$ cat src/rtl/gray_to_binary_decoder.sv
// Sequential Gray-to-binary decoder, MSB-first at one bit per clock, valid/ready on both sides.
// Optional G2B_STEP_CHECK_EN adds step_err: accepted word is not a single-bit step from the previous one.
module gray_to_binary_decoder #(
   parameter int WIDTH = 4
) (
   input  logic             clk,
   input  logic             rst,
   input  logic [WIDTH-1:0] g_in,
   input  logic             in_valid,
   output logic             in_ready,
   output logic [WIDTH-1:0] b_out,
   output logic             out_valid,
   input  logic             out_ready,
   output logic             busy
`ifdef G2B_STEP_CHECK_EN
   ,
   output logic             step_err
`endif
);

   localparam int IDX_W = $clog2(WIDTH + 1);

   typedef enum logic [1:0] {IDLE, DECODE, DONE} state_t;

   state_t           state;
   state_t           state_nxt;
   logic [WIDTH-1:0] g_reg;
   logic [IDX_W-1:0] idx;
   logic [WIDTH:0]   g_ext;
   logic [WIDTH:0]   b_ext;
   logic             bit_nxt;
   logic [WIDTH-1:0] b_nxt;
   logic             accept;
   logic             take;
   logic             last;

   // Handshakes are qualified by registered state only, never by our own outputs.
   assign accept = in_valid && (state == IDLE);
   assign take   = out_ready && (state == DONE);
   assign last   = (idx == '0);

   // The zero pad above the MSB makes b[WIDTH-1] = g[WIDTH-1] fall out of the general rule.
   assign g_ext   = {1'b0, g_reg};
   assign b_ext   = {1'b0, b_out};
   assign bit_nxt = g_ext[idx] ^ b_ext[idx + IDX_W'(1)];
   assign b_nxt   = b_out | (WIDTH'(bit_nxt) << idx);

   always_ff @(posedge clk or posedge rst) begin
      if (rst) begin
         state <= IDLE;
      end else begin
         state <= state_nxt;
      end
   end

   always_comb begin
      state_nxt = state;
      case (state)
         IDLE:    if (accept) state_nxt = DECODE;
         DECODE:  if (last)   state_nxt = DONE;
         DONE:    if (take)   state_nxt = IDLE;
         default: state_nxt = IDLE;
      endcase
   end

   always_comb begin
      in_ready  = (state == IDLE);
      out_valid = (state == DONE);
      busy      = (state == DECODE) || (state == DONE);
   end

   always_ff @(posedge clk or posedge rst) begin
      if (rst) begin
         g_reg <= '0;
         b_out <= '0;
         idx   <= IDX_W'(WIDTH - 1);
      end else if (accept) begin
         g_reg <= g_in;
         b_out <= '0;
         idx   <= IDX_W'(WIDTH - 1);
      end else if (state == DECODE) begin
         b_out <= b_nxt;
         if (!last) idx <= idx - IDX_W'(1);
      end
   end

`ifdef G2B_STEP_CHECK_EN
   logic [WIDTH-1:0] prev_g;
   logic             prev_v;
   logic [WIDTH-1:0] diff;
   logic             one_hot;

   // Equal words give diff == 0 and are flagged as well.
   assign diff    = g_in ^ prev_g;
   assign one_hot = (diff != '0) && ((diff & (diff - WIDTH'(1))) == '0);

   always_ff @(posedge clk or posedge rst) begin
      if (rst) begin
         prev_g   <= '0;
         prev_v   <= 1'b0;
         step_err <= 1'b0;
      end else if (accept) begin
         step_err <= prev_v && !one_hot;
         prev_g   <= g_in;
         prev_v   <= 1'b1;
      end
   end
`endif

endmodule

$ cat config.mk
export PLATFORM = sky130hd
export DESIGN_NAME = gray_to_binary_decoder
export DESIGN_NICKNAME = d
export VERILOG_FILES = /design/src/rtl/gray_to_binary_decoder.sv
export SDC_FILE = /design/constraint.sdc
export NUM_CORES = 1
export LEC_CHECK = 0
export ABC_CLOCK_PERIOD_IN_PS = 2370
export CORE_MARGIN = 3
export CORE_UTILIZATION = 48
export DETAILED_ROUTE_END_ITERATION = 8
export PLACE_DENSITY = 0.76
export SLEW_MARGIN = 5
export SYNTH_ARGS = -nofsm -noshare
export SYNTH_HDL_FRONTEND = slang
export SYNTH_SLANG_ARGS = --single-unit
$ cat constraint.sdc
create_clock -name clk -period 2.37 [get_ports clk]
set_input_delay 0.474 -clock clk [delete_from_list [all_inputs] [get_ports clk]]
set_output_delay 0.474 -clock clk [all_outputs]
set_load 0.05 [all_outputs]
==> results.sh, run 1 <==
export IMPL_dieArea_um2=1970
export IMPL_first_iter_violations=8
export IMPL_cts_setup_buffers=0
export IMPL_multi_input_area_um2=344
export IMPL_powerDensity_nw_per_um2=1560
export IMPL_dieWidth_um=44.3
export IMPL_h_tree_depth=1
export IMPL_ff2ff_setup_slack_ns=0.34
export IMPL_p_int_uw=741
export IMPL_worst_slew_pin_slew_ns=0.494
export IMPL_ioPinCount=15
export IMPL_die_h_um=44.3
export IMPL_finalCriticalPeriod_ns=2.27
export IMPL_clk_latency_ns=0.28
export IMPL_hold_path_class="in -> async"
export IMPL_max_vdd_ir_drop_mv=0.635
export IMPL_core_area_um2=1330
export IMPL_seq_area_um2=328
export IMPL_p_seq_share_pct=30.2
export IMPL_cts_buffer_depth=2
export IMPL_place_ws_ns=0.330
export IMPL_antenna_found_initial=0
export IMPL_dp_hpwl_um=983
export IMPL_grt_pass1_vias=495
export IMPL_cts_sinks=13
export IMPL_synth_warnings=0
export IMPL_end_kind="primary output"
export IMPL_final_hold_viol_count=0
export IMPL_netSwitchingPower_uw=647
export IMPL_synth_seq_cells=13
export IMPL_cts_root_buffer="clkbuf_4"
export IMPL_cap_violations=0
export IMPL_cts_clk_slew_worst_paths_ns=0.09
export IMPL_r2r_end="b_out[1]$_DFFE_PP0P_"
export IMPL_clock_skew_ns=0.0128
export IMPL_fin_crit_sh_pct=96.0
export IMPL_grt_total_usage_pct=16.0
export IMPL_cts_tree="yes"
export IMPL_tns_ns=0
export IMPL_std_cell_rows=13
export IMPL_critical_path_class="reg -> out"
export IMPL_portBuffers=14
export IMPL_routed_wl_um=1260
export IMPL_finalSetupViolCount=0
export IMPL_crit_fanout=3
export IMPL_rsz0062_at_grt="false"
export IMPL_cts_made_buffers=3
export IMPL_synth_cell_types=21
export IMPL_yosysSeqAreaShare_pct=46.5
export IMPL_syn_num_nets=75
export IMPL_post_route_drc_count=0
export IMPL_total_power_mw=1.39
export IMPL_slew_viol_final=0
export IMPL_layoutNonFillerInstCount=93
export IMPL_grt_pass1_wl_um=2190
export IMPL_place_congestion=0.870
export IMPL_p_leak_nw=0.404
export IMPL_start_util_pct=52.9
export IMPL_finalNetCount=93
export IMPL_p_sw_share_pct=46.6
export IMPL_via_per_inst=5.32
export IMPL_syn_instance_count=61
export IMPL_synth_area_um2=706
export IMPL_setup_ws_ns=0.0958
export IMPL_max_slew_margin_pct=67.0
export IMPL_timing_rr_start="idx[0]$_DFFE_PP1P_"
export IMPL_ctsResizeCount=0
export IMPL_num_vias=495
export IMPL_power_frac_comb_pct=59.8
export IMPL_syn_to_final_growth_pct=25.7
export IMPL_finalInstanceArea_um2=887
export IMPL_status="finished, final reports clean"
export IMPL_p_clk_share_pct=10.0
export IMPL_layout_drive_gt1_share_pct=14.1
export IMPL_hold_buffers=0
export IMPL_fmax_mhz=440
export IMPL_r2r_cells=6
export IMPL_grt_max_degree=14
export IMPL_critPathRequiredTime_ns=1.90
export IMPL_detail_route_antenna_nets=0
export IMPL_syn_avg_cell_area_um2=11.6
export IMPL_antenna_cells=0
export IMPL_firstDrtPassIters=4
export IMPL_grt_overflow=0
export IMPL_cp_start_kind="register"
export IMPL_dp_cells=89
export IMPL_fill_cells=111
export IMPL_worstPathArrival_ns=1.80
export IMPL_placed_area_um2=861
export IMPL_wl_per_cell_um=13.5
==> power by group through the flow <==
stage	registers, mW	clock network (mW)	logic [mW]
2_1_floorplan	0.488	0	0.563
3_3_place_gp	0.421	0	0.825
3_5_place_dp	0.425	0	0.833
4_1_cts	0.420	0.143	0.838
5_1_grt	0.435	0.156	0.897
6_report	0.419	0.139	0.830
==> placed cells by master, fill, tap and decap left out, drive strengths merged <==
master,count
and2,1
dfstp,2
mux2i,3
inv,8
mux4,1
clkbuf,4
o21ai,1
o211ai,2
o22a,1
mux2,4
xnor2,3
or2,1
dfrtp,11
clkdlybuf4s50,14
ha,6
nand2,7
nor2b,1
nand2b,1
nand3b,1
o41ai,4
o22ai,2
==> cells by family after synthesis <==
family	Yosys count	synth area share [%]
multiplexers	8	14.4
AND/OR/NAND/NOR	12	8.34
buffers and inverters	9	4.79
adder cells (fa/ha/maj)	6	10.6
AO/OA/AOI/OAI	10	11.7
XOR/XNOR	3	3.72
flip-flops	13	46.5
==> worst max-delay path: stages (launching register included) <==
cell,delay [ns]
dfrtp_1,0.38
inv_1,0.07
ha_1,0.27
clkdlybuf4s50_1,0.79
==> how the worst max path moves through the flow <==
stage | cells past startpoint | to | slack (ns) | from
global placement | 6 | b_out[1]$_DFFE_PP0P_ | 0.37 | idx[0]$_DFFE_PP1P_
finish | 3 | busy | 0.1 | state[1]$_DFFE_PP0P_
detailed placement | 6 | b_out[1]$_DFFE_PP0P_ | 0.33 | idx[0]$_DFFE_PP1P_
floorplan | 6 | b_out[0]$_DFFE_PP0P_ | 0.51 | idx[0]$_DFFE_PP1P_
global route | 3 | in_ready | 0.02 | state[0]$_DFFE_PP0P_
CTS | 3 | busy | 0.08 | state[1]$_DFFE_PP0P_
==> per-stage QoR <==
stage | hold WS (ns) | utilization (%)
after floorplan | 0.350 | -
after global placement | 0.488 | 64.5
after detailed placement | 0.495 | 64.5
after CTS | 0.513 | 66.5
after global routing | 0.521 | 66.5
final | 0.496 | 66.5
==> cell usage after synthesis <==
master     n  area (um2)
mux4_1     1        26.3
o41ai_1    4        35.0
clkbuf_1   1        3.75
nor2b_1    1        6.26
and2_1     1        6.26
o22ai_1    1        6.26
o21ai_0    1        5.00
o22a_1     1        8.76
ha_1       6        75.1
nand2_1    7        26.3
o22ai_2    1        12.5
nand2b_1   1        6.26
inv_1      8        30.0
nand3b_1   1        7.51
dfstp_2    2        52.6
xnor2_1    3        26.3
mux2_2     4        45.0
o211ai_1   2        15.0
mux2i_1    3        30.0
dfrtp_1   11         275
or2_2      1        6.26
==> final cells by class <==
cell class | count | share of cell area, %
flip-flops and latches | 13 | 37.0
well taps | 15 | 2.12
inverters | 8 | 3.39
multi-input cells | 39 | 38.8
repair buffers | 14 | 15.8
clock buffers | 4 | 2.96
==> per-layer routing <==
metal  share of wire (%)  up-vias  track usage, %
li1                    -      246               -
met1                  45      235            18.0
met2                  49        9            25.9
met3                 4.7        5            7.32
met4                 1.8        0            7.23
met5                   0        -               0
No activity file was read; power rests on OpenSTA's default activity.
==> inputs of run 2 (changes only) <==
--- a/config.mk
+++ b/config.mk
@@ -8,7 +8,10 @@
 export ABC_CLOCK_PERIOD_IN_PS = 2370
 export CORE_MARGIN = 3
 export CORE_UTILIZATION = 48
+export CTS_CLUSTER_SIZE = 12
 export DETAILED_ROUTE_END_ITERATION = 8
+export GPL_TIMING_DRIVEN = 1
+export HOLD_SLACK_MARGIN = 0.02
 export PLACE_DENSITY = 0.76
 export SLEW_MARGIN = 5
 export SYNTH_ARGS = -nofsm -noshare
==> results of run 2 <==
Same layout as run 1: the final DEF is identical, and so are final timing and power.
==> inputs of run 3 (changes only) <==
--- a/config.mk
+++ b/config.mk
@@ -13,7 +13,7 @@
 export GPL_TIMING_DRIVEN = 1
 export HOLD_SLACK_MARGIN = 0.02
 export PLACE_DENSITY = 0.76
-export SLEW_MARGIN = 5
+export SLEW_MARGIN = 30
 export SYNTH_ARGS = -nofsm -noshare
 export SYNTH_HDL_FRONTEND = slang
 export SYNTH_SLANG_ARGS = --single-unit
==> results of run 3 <==
Same layout as run 1: the final DEF is identical, and so are final timing and power.
